<file path="src/rtl/proc_isa_pkg.sv">
// ISA constants and FSM state type shared by the 4-bit processor front end.
// Opcode 1010 (JZ) is only legal when built with JZ_EN.
package proc_isa_pkg;

  localparam int OPC_W = 4;
  localparam int OPR_W = 4;

  localparam logic [OPC_W-1:0] OP_ADD = 4'b0001;
  localparam logic [OPC_W-1:0] OP_SUB = 4'b0010;
  localparam logic [OPC_W-1:0] OP_AND = 4'b0011;
  localparam logic [OPC_W-1:0] OP_CMP = 4'b0110;
  localparam logic [OPC_W-1:0] OP_JMP = 4'b1001;
  localparam logic [OPC_W-1:0] OP_JZ  = 4'b1010;
  localparam logic [OPC_W-1:0] OP_IN  = 4'b1011;
  localparam logic [OPC_W-1:0] OP_STA = 4'b1101;
  localparam logic [OPC_W-1:0] OP_OUT = 4'b1110;
  localparam logic [OPC_W-1:0] OP_LDI = 4'b1111;

  typedef enum logic [2:0] {
    S_FETCH,
    S_WAIT,
    S_DECODE,
    S_EXEC,
    S_HALT
  } state_e;

endpackage

</file>
<file path="src/rtl/isa_decoder.sv">
// Combinational opcode classifier: legality and jump kind.
// JZ_EN adds opcode 1010 as a conditional jump.
import proc_isa_pkg::*;

module isa_decoder (
  input  logic [OPC_W-1:0] opc_i,
  output logic             legal_o,
  output logic             is_jump_o,
  output logic             is_cond_jump_o
);

  always_comb begin
    legal_o        = 1'b0;
    is_jump_o      = 1'b0;
    is_cond_jump_o = 1'b0;
    unique case (opc_i)
      OP_ADD,
      OP_SUB,
      OP_AND,
      OP_CMP,
      OP_IN,
      OP_STA,
      OP_OUT,
      OP_LDI: legal_o = 1'b1;
      OP_JMP: begin
        legal_o   = 1'b1;
        is_jump_o = 1'b1;
      end
`ifdef JZ_EN
      OP_JZ: begin
        legal_o        = 1'b1;
        is_cond_jump_o = 1'b1;
      end
`endif
      default: legal_o = 1'b0;
    endcase
  end

endmodule

</file>
<file path="src/rtl/instr_fetch_unit.sv">
// Fetch/decode front end: FETCH -> WAIT -> DECODE -> EXEC, HALT on range exit.
// Optional JZ_EN enables the zero-flag conditional jump (see isa_decoder).
import proc_isa_pkg::*;

module instr_fetch_unit #(
  parameter int ADDR_W   = 8,
  parameter int PROG_LEN = 28,
  parameter int CNT_W    = 16
) (
  input  logic              clk,
  input  logic              rst,
  output logic [ADDR_W-1:0] address,
  input  logic [7:0]        prog_data,
  output logic [OPC_W-1:0]  opcode,
  output logic [OPR_W-1:0]  operand,
  output logic              exec_valid,
  input  logic              exec_ready,
  input  logic [ADDR_W-1:0] jmp_addr,
  input  logic              zero_flag,
  output logic              halted,
  output logic              illegal_op,
  output logic [CNT_W-1:0]  instr_count
);

  localparam logic [ADDR_W:0] LEN = (ADDR_W+1)'(PROG_LEN);
  localparam logic [ADDR_W:0] ONE = (ADDR_W+1)'(1);

  state_e            state_q;
  logic [ADDR_W-1:0] pc_q;
  logic [OPC_W-1:0]  opc_q;
  logic [OPR_W-1:0]  opr_q;
  logic              valid_q;
  logic              halted_q;
  logic              illegal_q;
  logic [CNT_W-1:0]  cnt_q;

  logic              legal;
  logic              is_jump;
  logic              is_cjump;
  logic              take_d;
  logic [ADDR_W:0]   seq_d;
  logic [ADDR_W:0]   tgt_d;
  logic              seq_out_d;
  logic              tgt_out_d;

  isa_decoder u_dec (
    .opc_i          (opc_q),
    .legal_o        (legal),
    .is_jump_o      (is_jump),
    .is_cond_jump_o (is_cjump)
  );

  // Next-PC math is one bit wider so PC+1 never wraps past the range check.
  always_comb begin
    take_d    = is_jump | (is_cjump & zero_flag);
    seq_d     = {1'b0, pc_q} + ONE;
    tgt_d     = take_d ? {1'b0, jmp_addr} : seq_d;
    seq_out_d = (seq_d >= LEN);
    tgt_out_d = (tgt_d >= LEN);
  end

  always_ff @(posedge clk or posedge rst) begin
    if (rst) begin
      state_q   <= S_FETCH;
      pc_q      <= '0;
      opc_q     <= '0;
      opr_q     <= '0;
      valid_q   <= 1'b0;
      halted_q  <= 1'b0;
      illegal_q <= 1'b0;
      cnt_q     <= '0;
    end else begin
      unique case (state_q)
        S_FETCH: state_q <= S_WAIT;
        S_WAIT: begin
          opc_q   <= prog_data[7:4];
          opr_q   <= prog_data[3:0];
          state_q <= S_DECODE;
        end
        S_DECODE: begin
          if (legal) begin
            valid_q <= 1'b1;
            state_q <= S_EXEC;
          end else begin
            illegal_q <= 1'b1;
            if (seq_out_d) begin
              halted_q <= 1'b1;
              state_q  <= S_HALT;
            end else begin
              pc_q    <= seq_d[ADDR_W-1:0];
              state_q <= S_FETCH;
            end
          end
        end
        S_EXEC: begin
          if (exec_ready) begin
            valid_q <= 1'b0;
            if (cnt_q != '1)
              cnt_q <= cnt_q + 1'b1;
            if (tgt_out_d) begin
              halted_q <= 1'b1;
              state_q  <= S_HALT;
            end else begin
              pc_q    <= tgt_d[ADDR_W-1:0];
              state_q <= S_FETCH;
            end
          end
        end
        S_HALT: state_q <= S_HALT;
        default: state_q <= S_HALT;
      endcase
    end
  end

  assign address     = pc_q;
  assign opcode      = opc_q;
  assign operand     = opr_q;
  assign exec_valid  = valid_q;
  assign halted      = halted_q;
  assign illegal_op  = illegal_q;
  assign instr_count = cnt_q;

endmodule

</file>
<file path="config.mk">
export PLATFORM = sky130hd
export DESIGN_NAME = instr_fetch_unit
export DESIGN_NICKNAME = d
export VERILOG_FILES = /design/src/rtl/proc_isa_pkg.sv /design/src/rtl/isa_decoder.sv /design/src/rtl/instr_fetch_unit.sv
export SDC_FILE = /design/constraint.sdc
export NUM_CORES = 1
export LEC_CHECK = 0
export CAP_MARGIN = 20
export CELL_PAD_IN_SITES_DETAIL_PLACEMENT = 2
export CELL_PAD_IN_SITES_GLOBAL_PLACEMENT = 2
export CORE_AREA = 5 5 86 88
export CTS_CLUSTER_SIZE = 28
export DETAILED_ROUTE_END_ITERATION = 7
export DIE_AREA = 0 0 91 93
export PLACE_DENSITY = 0.94
export SETUP_SLACK_MARGIN = 0.02
export SYNTH_ARGS = -nofsm -noshare
export SYNTH_HDL_FRONTEND = slang
export SYNTH_SLANG_ARGS = --single-unit
</file>
<file path="constraint.sdc">
create_clock -name clk -period 4.9 [get_ports clk]
set_clock_uncertainty 0.2 [all_clocks]
set_input_delay 1.225 -clock clk [delete_from_list [all_inputs] [get_ports clk]]
set_output_delay 1.225 -clock clk [all_outputs]
set_load 0.01 [all_outputs]
</file>
==> results of run 1 <==
-- cell families after synthesis --
logic type      synth area share (%)
compound gates                  14.7
xor+xnor                        5.67
fa+ha+maj                       1.25
buf+inv                         1.93
flops                           47.3
mux                             7.66
simple gates                    21.5
-- Yosys cell counts (2+ instances only) --
cell,instances
a2bb2oi_1,3
a21oi_1,8
nor3b_1,2
nand2b_1,3
nand4_1,6
and2_1,5
nand3b_1,3
a211oi_1,3
xnor2_1,7
nor2b_1,5
ha_1,2
nor2_1,12
dfrtp_1,38
and4_1,3
inv_1,5
and3_1,2
nand2_1,13
nor3_1,2
nand3_1,8
mux2i_1,3
o21ai_0,4
a21o_1,4
xor2_1,6
a31oi_1,2
buf_2,4
mux2_2,10
-- placed cells by master (no fill, tap or decap), types with 2 or more instances in the layout --
| cell | synthesis | final |
|---|---|---|
| clkdlybuf4s50_1 | 0 | 53 |
| dfrtp_1 | 38 | 38 |
| nand2_1 | 13 | 13 |
| nor2_1 | 12 | 12 |
| mux2_2 | 10 | 10 |
| nand3_1 | 8 | 8 |
| a21oi_1 | 8 | 8 |
| xnor2_1 | 7 | 7 |
| nand4_1 | 6 | 6 |
| xor2_1 | 6 | 6 |
| clkbuf_8 | 0 | 6 |
| nor2b_1 | 5 | 5 |
| and2_1 | 5 | 5 |
| inv_1 | 5 | 5 |
| o21ai_0 | 4 | 4 |
| a21o_1 | 4 | 4 |
| nand2b_1 | 3 | 3 |
| and4_1 | 3 | 3 |
| nand3b_1 | 3 | 3 |
| a211oi_1 | 3 | 3 |
| mux2i_1 | 3 | 3 |
| a2bb2oi_1 | 3 | 3 |
| nor3_1 | 2 | 2 |
| a31oi_1 | 2 | 2 |
| and3_1 | 2 | 2 |
| nor3b_1 | 2 | 2 |
| ha_1 | 2 | 2 |
-- metal layers --
metal | global-route usage [%] | vias up | wire length (um)
met3 | 3.78 | 4 | 203
met4 | 2.93 | 0 | 29
met5 | 0 | - | 0
li1 | - | 794 | -
met1 | 17.7 | 849 | 2530
met2 | 24.4 | 32 | 2840
-- final timing paths --
kind | endpoint | depth (start not counted) | slack, ps | start
worst max-delay path | instr_count[13] | 6 | 1710 | exec_ready
worst min-delay path | illegal_op | 1 | 270 | illegal_op
worst max register to register | address[1] | 6 | 2300 | address[0]
worst min register to register | illegal_op | 1 | 270 | illegal_op
max in group asynchronous | state_q[2] | 3 | 2990 | rst
min in group asynchronous | address[2] | 3 | 1170 | rst
-- power by group through the flow --
stage	clock network, mW	registers [mW]	logic [mW]
after floorplan	0	0.425	0.132
after global placement	0	0.423	0.253
after detailed placement	0	0.430	0.264
after CTS	0.238	0.424	0.266
after global routing	0.255	0.435	0.281
final	0.231	0.423	0.259
-- registers in the layout, summed over array words and instances (netlist names) --
signal       cells
state_q          3
halted           1
instr_count     16
illegal_op       1
operand          4
exec_valid       1
opcode           4
address          8
-- final cells by class --
class / count / area, um^2 / area share [%]
multi-input cells: 137 / 1020 / 37.5
flip-flops and latches: 38 / 951 / 35.0
repair buffers: 54 / 538 / 19.8
well taps: 80 / 100 / 3.68
clock buffers: 7 / 86.3 / 3.18
inverters: 5 / 18.8 / 0.690
clock inverters: 1 / 5.00 / 0.184
-- stage by stage --
step	worst slack (ps)	instance area (um^2)	instances	hold slack, ps
3_3_place_gp	1420	2630	314	244
4_1_cts	1710	2720	322	274
2_1_floorplan	2200	2010	184	293
3_5_place_dp	1390	2630	314	256
5_1_grt	1530	2720	322	322
6_report	1710	2720	322	269
-- worst max-delay path, delay by kind of cell --
kind | cells | cell delay (ps)
buffers and inverters | 1 | 680
xor gates and xnor gates | 1 | 140
AOI/OAI and AO/OA | 1 | 370
and+or+nand+nor | 3 | 790
==> metrics.md, run 1 <==
| Metric | Value |
|---|---|
| Max stage delay on crit path | `roughly 680 ps` |
| Max-cap violations | `0` |
| CTS tree | `yes` |
| Unique cell type count in the Yosys netlist | `47` |
| Tightest Pin Transition | `around 670 ps` |
| Post_cts resized | `0` |
| LEAKAGE | `around 1.2 nW` |
| Overall Global Routing Usage | `14.1%` |
| Clock Latency Late Sink | `between 200 and 300 ps` |
| RSZ-0062 raised after global routing | `no` |
| Chip width | `91 um` |
| DRT Wirelength | `5610 um` |
| Synthesis-to-finish area growth | `35.3%` |
| Setup TNS | `0 ps` |
| WP data arrival | `between 3000 and 4000 ps` |
| Tcrit/Tclk final | `65.2%` |
| Final min period | `3190 ps` |
| Clock Root Buffer | `clkbuf_8` |
| Ant diodes | `0` |
| GRT Residual Overflow | `0` |
| PwrDens | `336 mW/mm^2` |
| First-pass GRT wire length | `9720 um` |
| Die Area | `0.00846 mm^2` |
| Nets@finish | `263` |
| Crit. End Element | `flop` |
| Clk pwr share | `25.3%` |
| IO Port Bufs | `53` |
| Critical path class | `in2reg` |
| DR DRC count | `0` |
| Area leader, netlist | `dfrtp_1` |
| YS warnings | `0` |
| Startpoint Class | `primary input` |
| Fill cell count | `699` |
| Fmax | `313 MHz` |
| Vias in the first global route | `1841` |
| Sw power | `0.289 mW` |
| Post-Syn Instances | `184` |
| Cell Rows | `30` |
| Synth Cell Area | `0.00201 mm^2` |
| Syn_nets | `206` |
| Drt initial violations | `46` |
| Hold WC Path Type | `reg2reg` |
| Yosys top cell area share | `about 47%` |
| FF+latch count, synth | `38` |
| Via count | `1679` |
| Cells taking the most area after synthesis | `dfrtp_1 47%, mux2_2 5.6%, xnor2_1 3.1%, xor2_1 2.6%, nand2_1 2.4%` |
| TritonRoute pass-1 iters | `4` |
| Share of cells above drive strength 1 | `11.6%` |
| DP Wirelength | `4100 um` |
| Drt wl/cell | `17.4 um` |
| Antenna Violating Nets Remaining | `0` |
| TritonCTS buffer count | `5` |
| Seq/Total Area, Yosys | `47.3%` |
| Syn Area/Cell | `10.9 um^2` |
| Htree depth | `2` |
| Internal Power | `between 0.6 and 0.7 mW` |
| Logic gate share of total power | `between 20% and 30%` |
| # IOs | `55` |
| Vias per Instance | `5.21` |
| CTS sink cnt | `38` |
| Core Footprint | `0.00657 mm^2` |
| Critical path data required time | `4920 ps` |
| Total power after layout | `0.913 mW` |
| RePlAce Congestion | `0.732` |
| Worst-path cell chain | `clkdlybuf4s50_1 > and4b_1 > nand4_1 > a31oi_2 > and3_1 > xor2_1` |
| Initial antenna violation count | `0` |
| Status | `complete, no violations` |
| Clock Path Buffers | `2` |
| Die Span Y | `93 um` |
| Clk slew on worst S/H paths | `80 ps` |
| Finished Core Util | `41.4%` |
| EDFF count, synth | `0` |
| Final setup viols | `0` |
| Largest net degree at the start of global routing | `39` |
| Sequential Power Share | `46.3%` |
| Hold_buf cts | `0` |
| Crit-path max FO | `8` |
| Max VDD drop | `180 uV` |
| Slew Viols, Final | `0` |
| Hold Violations, Final | `0` |
| Sw frac | `31.6%` |
| Main synth FF type | `dfrtp_1` |
| CP max-delay cell | `clkdlybuf4s50_1` |
| Worst rel slew slack | `55.2%` |
| Setup repair bufs after CTS | `0` |
| Ys async rst share | `100%` |
| Initial core utilization | `a little over 30%` |
Note: power is estimated with default switching activity, not from simulation.
==> run 2, diff against run 1 <==
Settings changed: CORE_AREA 5 5 86 88 to 5 5 88 90, DIE_AREA 0 0 91 93 to 0 0 93 95, PLACE_DENSITY 0.94 to 0.9.
Clock period 4.9 ns to 3.25 ns, I/O delays scaled along.
==> run 2 against run 1 <==
- utilization decreased by 2.3 points
- cell count increased by 1.2%
- register-to-register slack got worse by 1500 ps
- critical path type unchanged
- critical endpoint is now instr_count[11]
- largest power group unchanged
- highest routed layer unchanged
==> metrics.md, run 2 (synthesized netlist as in run 1, its figures left out) <==
| Metric | Value |
|---|---|
| Status | `complete, no violations` |
| Core Footprint | `0.00698 mm^2` |
| GRT Residual Overflow | `0` |
| TritonCTS buffer count | `5` |
| Die Span Y | `95 um` |
| Initial core utilization | `28.8%` |
| Initial antenna violation count | `0` |
| Clock Latency Late Sink | `approximately 290 ps` |
| Chip width | `93 um` |
| Worst rel slew slack | `between 50% and 60%` |
| TritonRoute pass-1 iters | `4` |
| Antenna Violating Nets Remaining | `0` |
| Clock Root Buffer | `clkbuf_8` |
| Hold_buf cts | `0` |
| DRT Wirelength | `5900 um` |
| Hold path depth | `1` |
| Drt wl/cell | `approximately 18 um` |
| RR Endpoint | `address[1]` |
| Worst path top cell family by delay | `simple AND/OR/NAND/NOR gates` |
| Setup repair bufs after CTS | `0` |
| RSZ-0062 raised after global routing | `no` |
| Most frequent CP cell | `nand4_1` |
| Tcrit/Tclk final | `76.9%` |
| Drt initial violations | `30` |
| Worst Hold End | `illegal_op` |
| IO Port Bufs | `53` |
| LEAKAGE | `1.19 nW` |
| Fmax | `400 MHz` |
| First-pass GRT wire length | `roughly 10000 um` |
| Via count | `1676` |
| Final std cells w/o fill | `326` |
| Hold WC Path Type | `reg2reg` |
| Ant diodes | `0` |
| RePlAce Congestion | `between 0.7 and 0.8` |
| Commonest cells after routing, fill and taps aside | `53 x clkdlybuf4s50_1, 38 x dfrtp_1, 13 x nand2_1` |
| Clk slew on worst S/H paths | `80 ps` |
| Post_cts resized | `0` |
| Clock Path Buffers | `2` |
| Post-Place Cells | `319` |
| Setup TNS | `0 ps` |
| CTS tree | `yes` |
| Tightest Pin Transition | `675 ps` |
| Vias in the first global route | `1979` |
| WP data arrival | `2480 ps` |
| Most common cell after layout, fill and taps aside | `clkdlybuf4s50_1` |
| CP max-delay cell | `clkdlybuf4s50_1` |
| Share of cells above drive strength 1 | `about an eighth` |
| Final min period | `2500 ps` |
| Largest net degree at the start of global routing | `39` |
| Worst Hold Launch | `illegal_op` |
| Reg2Reg Setup Slack | `between 700 and 800 ps` |
| Startpoint Class | `primary input` |
| CTS sink cnt | `38` |
| Synthesis-to-finish area growth | `35.9%` |
| Reg2Reg Launch Point | `address[0]` |
| Max stage delay on crit path | `530 ps` |
| Critical path class | `in2reg` |
| Vias per Instance | `just over 5` |
| Cell Rows | `31` |
| Worst Path Buf+Inv | `1` |
| Slew Viols, Final | `0` |
| Crit-path max FO | `7` |
| Overall Global Routing Usage | `between 10% and 20%` |
| Nets@finish | `266` |
| Number of flip-flops in the largest register | `16` |
| Worst-path cell chain | `clkdlybuf4s50_1 > and4b_1 > nand4_1 > a31oi_2 > nand4_1 > xnor2_1` |
| FF-to-FF path depth | `6` |
| Max VDD drop | `approximately 190 uV` |
| PwrDens | `492 mW/mm^2` |
| Final setup viols | `0` |
| Hold Violations, Final | `0` |
| DP Wirelength | `roughly 4400 um` |
| Critical path data required time | `3230 ps` |
| Max-cap violations | `0` |
| DR DRC count | `0` |
| # IOs | `55` |
| Htree depth | `2` |
| Die Area | `0.00884 mm^2` |
| Crit. End Element | `flop` |
## run 2: worst max-delay path by stage
stage / start / end / slack [ps] / cells after the start
4_1_cts: exec_ready / instr_count[13] / 700 / 6
3_3_place_gp: exec_ready / instr_count[13] / 480 / 6
3_5_place_dp: exec_ready / instr_count[11] / 450 / 6
6_report: exec_ready / instr_count[11] / 750 / 6
2_1_floorplan: address[0] / address[1] / 880 / 6
5_1_grt: exec_ready / instr_count[13] / 650 / 6
## run 2: metal layers
layer	share of wire, %	GRT usage, %
met1	41	15.4
met2	55	26.9
met3	3.7	3.51
met4	0.71	3.66
met5	0	0
## run 2: stage by stage
| stage | setup slack [ps] | utilization [%] | hold slack (ps) | power (mW) | cell area, um^2 |
|---|---|---|---|---|---|
| floorplan | 876 | - | 293 | 0.840 | 2010 |
| global placement | 481 | 38.0 | 245 | 1.02 | 2650 |
| detailed placement | 452 | 38.0 | 248 | 1.05 | 2650 |
| CTS | 702 | 39.1 | 263 | 1.37 | 2730 |
| global route | 649 | 39.1 | 302 | 1.43 | 2730 |
| finish | 749 | 39.1 | 256 | 1.34 | 2730 |
## run 2: area by class of cell
type | count | area [um^2]
fill | 749 | 4250
sequential | 38 | 951
clock buffer | 5 | 68.8
tap | 82 | 103
multi-input combinational | 137 | 1020
timing repair buffer | 57 | 561
inverter | 5 | 18.8
clock inverter | 2 | 10.0
## run 2: worst register-to-register path: stages (launching register included)
cell and delay [ps]:
dfrtp_1 490, ha_1 320, and3_4 230, a21o_1 170, a221o_2 460, a21oi_4 160, mux2_1 320
## run 2: power by group
group | switching [mW] | total [mW] | internal [mW]
Combinational | 0.164 | 0.393 | 0.230
Clock | 0.170 | 0.314 | 0.144
Sequential | 0.0955 | 0.637 | 0.541
==> run 3, diff against run 2 <==
Settings changed: CORE_AREA 5 5 88 90 to 5 5 93 95, DIE_AREA 0 0 93 95 to 0 0 98 100, PLACE_DENSITY 0.9 to 0.86.
Clock period 3.25 ns to 2.23 ns, I/O delays scaled along.
==> run 3 against run 2 <==
- cell count rose by 12%
- global-route usage fell by 1.5 points
- clock power rose by 58%
- critical path type is now reg2reg
- largest power group unchanged
==> metrics.md, run 3 (synthesized netlist as in run 1, its figures left out) <==
| Metric | Value |
|---|---|
| Status | `complete, no violations` |
| Clock Path Buffers | `2` |
| First-pass GRT wire length | `10200 um` |
| DR DRC count | `0` |
| Tightest Pin Transition | `376 ps` |
| Max-cap violations | `0` |
| CTS sink cnt | `38` |
| Crit. End Element | `flop` |
| CTS tree | `yes` |
| Chip width | `between 90 and 100 um` |
| RePlAce Congestion | `between 0.7 and 0.8` |
| Worst-path cell chain | `ha_4 > and3_4 > a21o_1 > a221o_2 > buf_6 > a211oi_4 > a2bb2oi_1` |
| Worst Path Buf+Inv | `1` |
| Overall Global Routing Usage | `12.6%` |
| Largest net degree at the start of global routing | `20` |
| Number of flip-flops in the largest register | `16` |
| Ant diodes | `0` |
| Final std cells w/o fill | `approximately 370` |
| Initial core utilization | `26.3%` |
| Max VDD drop | `231 uV` |
| Core Footprint | `~0.0076 mm^2` |
| TritonRoute pass-1 iters | `4` |
| Vias per Instance | `between 4 and 5` |
| CP max-delay cell | `dfrtp_2` |
| TritonCTS buffer count | `5` |
| Crit-path max FO | `6` |
| Vias in the first global route | `1981` |
| Hold WC Path Type | `reg2reg` |
| Initial antenna violation count | `0` |
| Critical path class | `reg2reg` |
| Drt wl/cell | `17.2 um` |
| Fmax | `455 MHz` |
| GRT Residual Overflow | `0` |
| Clk pwr share | `23.9%` |
| Clock Latency Late Sink | `280 ps` |
| Finished Core Util | `39.3%` |
| Htree depth | `2` |
| WP data arrival | `between 2000 and 2500 ps` |
| Drt initial violations | `37` |
| Via count | `1781` |
| Most common cell after layout, fill and taps aside | `clkdlybuf4s50_1` |
| Nets@finish | `around 280` |
| Worst rel slew slack | `between 70% and 80%` |
| Final setup viols | `0` |
| Slew Viols, Final | `0` |
| IO Port Bufs | `53` |
| # IOs | `55` |
| Clock Root Buffer | `clkbuf_8` |
| Die Span Y | `100 um` |
| Post-Place Cells | `356` |
| PwrDens | `687 mW/mm^2` |
| Synthesis-to-finish area growth | `49.5%` |
| Commonest cells after routing, fill and taps aside | `53 x clkdlybuf4s50_1, 36 x dfrtp_1, 20 x buf_4` |
| Critical path data required time | `2240 ps` |
| Final min period | `2200 ps` |
| Internal Power | `1.42 mW` |
| Tcrit/Tclk final | `approximately 99%` |
| LEAKAGE | `1.29 nW` |
| Hold Violations, Final | `0` |
| Sw frac | `31.4%` |
| Worst path top cell family by delay | `compound AO/OA/AOI/OAI gates` |
| Logic gate share of total power | `31.5%` |
| DRT Wirelength | `6280 um` |
| RSZ-0062 raised after global routing | `yes` |
| DP Wirelength | `4670 um` |
| Cell Rows | `32` |
| Sequential Power Share | `44.6%` |
| Antenna Violating Nets Remaining | `0` |
| Die Area | `0.00980 mm^2` |
| Sw power | `0.648 mW` |
| Clk slew on worst S/H paths | `roughly 80 ps` |
| Startpoint Class | `flop` |
| Share of cells above drive strength 1 | `22.4%` |
| Max stage delay on crit path | `450 ps` |
## run 3: cell types whose count changed in the layout (fill, tap and decap cells not counted), moves of 2 or more
cell      delta
a211oi_1     -2
buf_4       +16
dfrtp_1      -2
dfrtp_2      +2
## run 3: final timing paths
kind                                 start         end  slack (ps)  cells past startpoint
worst min-delay path            illegal_op  illegal_op         260                      1
min in group asynchronous              rst  address[7]         340                      2
max in group asynchronous              rst  operand[3]         890                      3
worst max-delay path            address[1]  address[4]          30                      7
worst min register to register  illegal_op  illegal_op         260                      1
worst max register to register  address[1]  address[4]          30                      7
## run 3: area by class of cell
cell class,instances,area (um^2)
clock buffers,7,86.3
clock inverters,1,5.00
fillers,814,4640
inverters,5,18.8
multi-input cells,137,1100
flip-flops and latches,38,953
well taps,102,128
repair buffers,75,712
## run 3: metal layers
layer | vias to the layer above | wire length [um] | global-route usage (%)
met5 | - | 0 | 0
met4 | 0 | 35 | 2.56
met2 | 39 | 3360 | 23.1
met1 | 911 | 2680 | 15.3
met3 | 4 | 198 | 2.50
li1 | 827 | - | -
## run 3: metrics by stage
stage	hold slack [ps]	setup WS (ps)	power [mW]	instance area, um^2	TNS [ps]
2_1_floorplan	293	-6.24	1.22	2030	-6.24
3_3_place_gp	246	-203	1.54	2840	-2380
3_5_place_dp	255	-233	1.57	2840	-3120
4_1_cts	274	-19.1	2.08	2930	-35.0
5_1_grt	303	-20.8	2.19	3000	-48.7
6_report	265	31.1	2.07	3000	0
## run 3: what timing repair did
action	in CTS	in global routing
setup buffers	0	1
cloned	0	0
resized for setup	0	11
pin swaps	0	2
setup endpoints to repair	2	6
hold buffers	0	0
## run 3: power by group through the flow
stage	logic [mW]	registers (mW)	clock network, mW
after floorplan	0.290	0.934	0
after global placement	0.617	0.918	0
after detailed placement	0.635	0.931	0
after CTS	0.643	0.917	0.524
after global routing	0.703	0.949	0.543
final	0.650	0.921	0.495
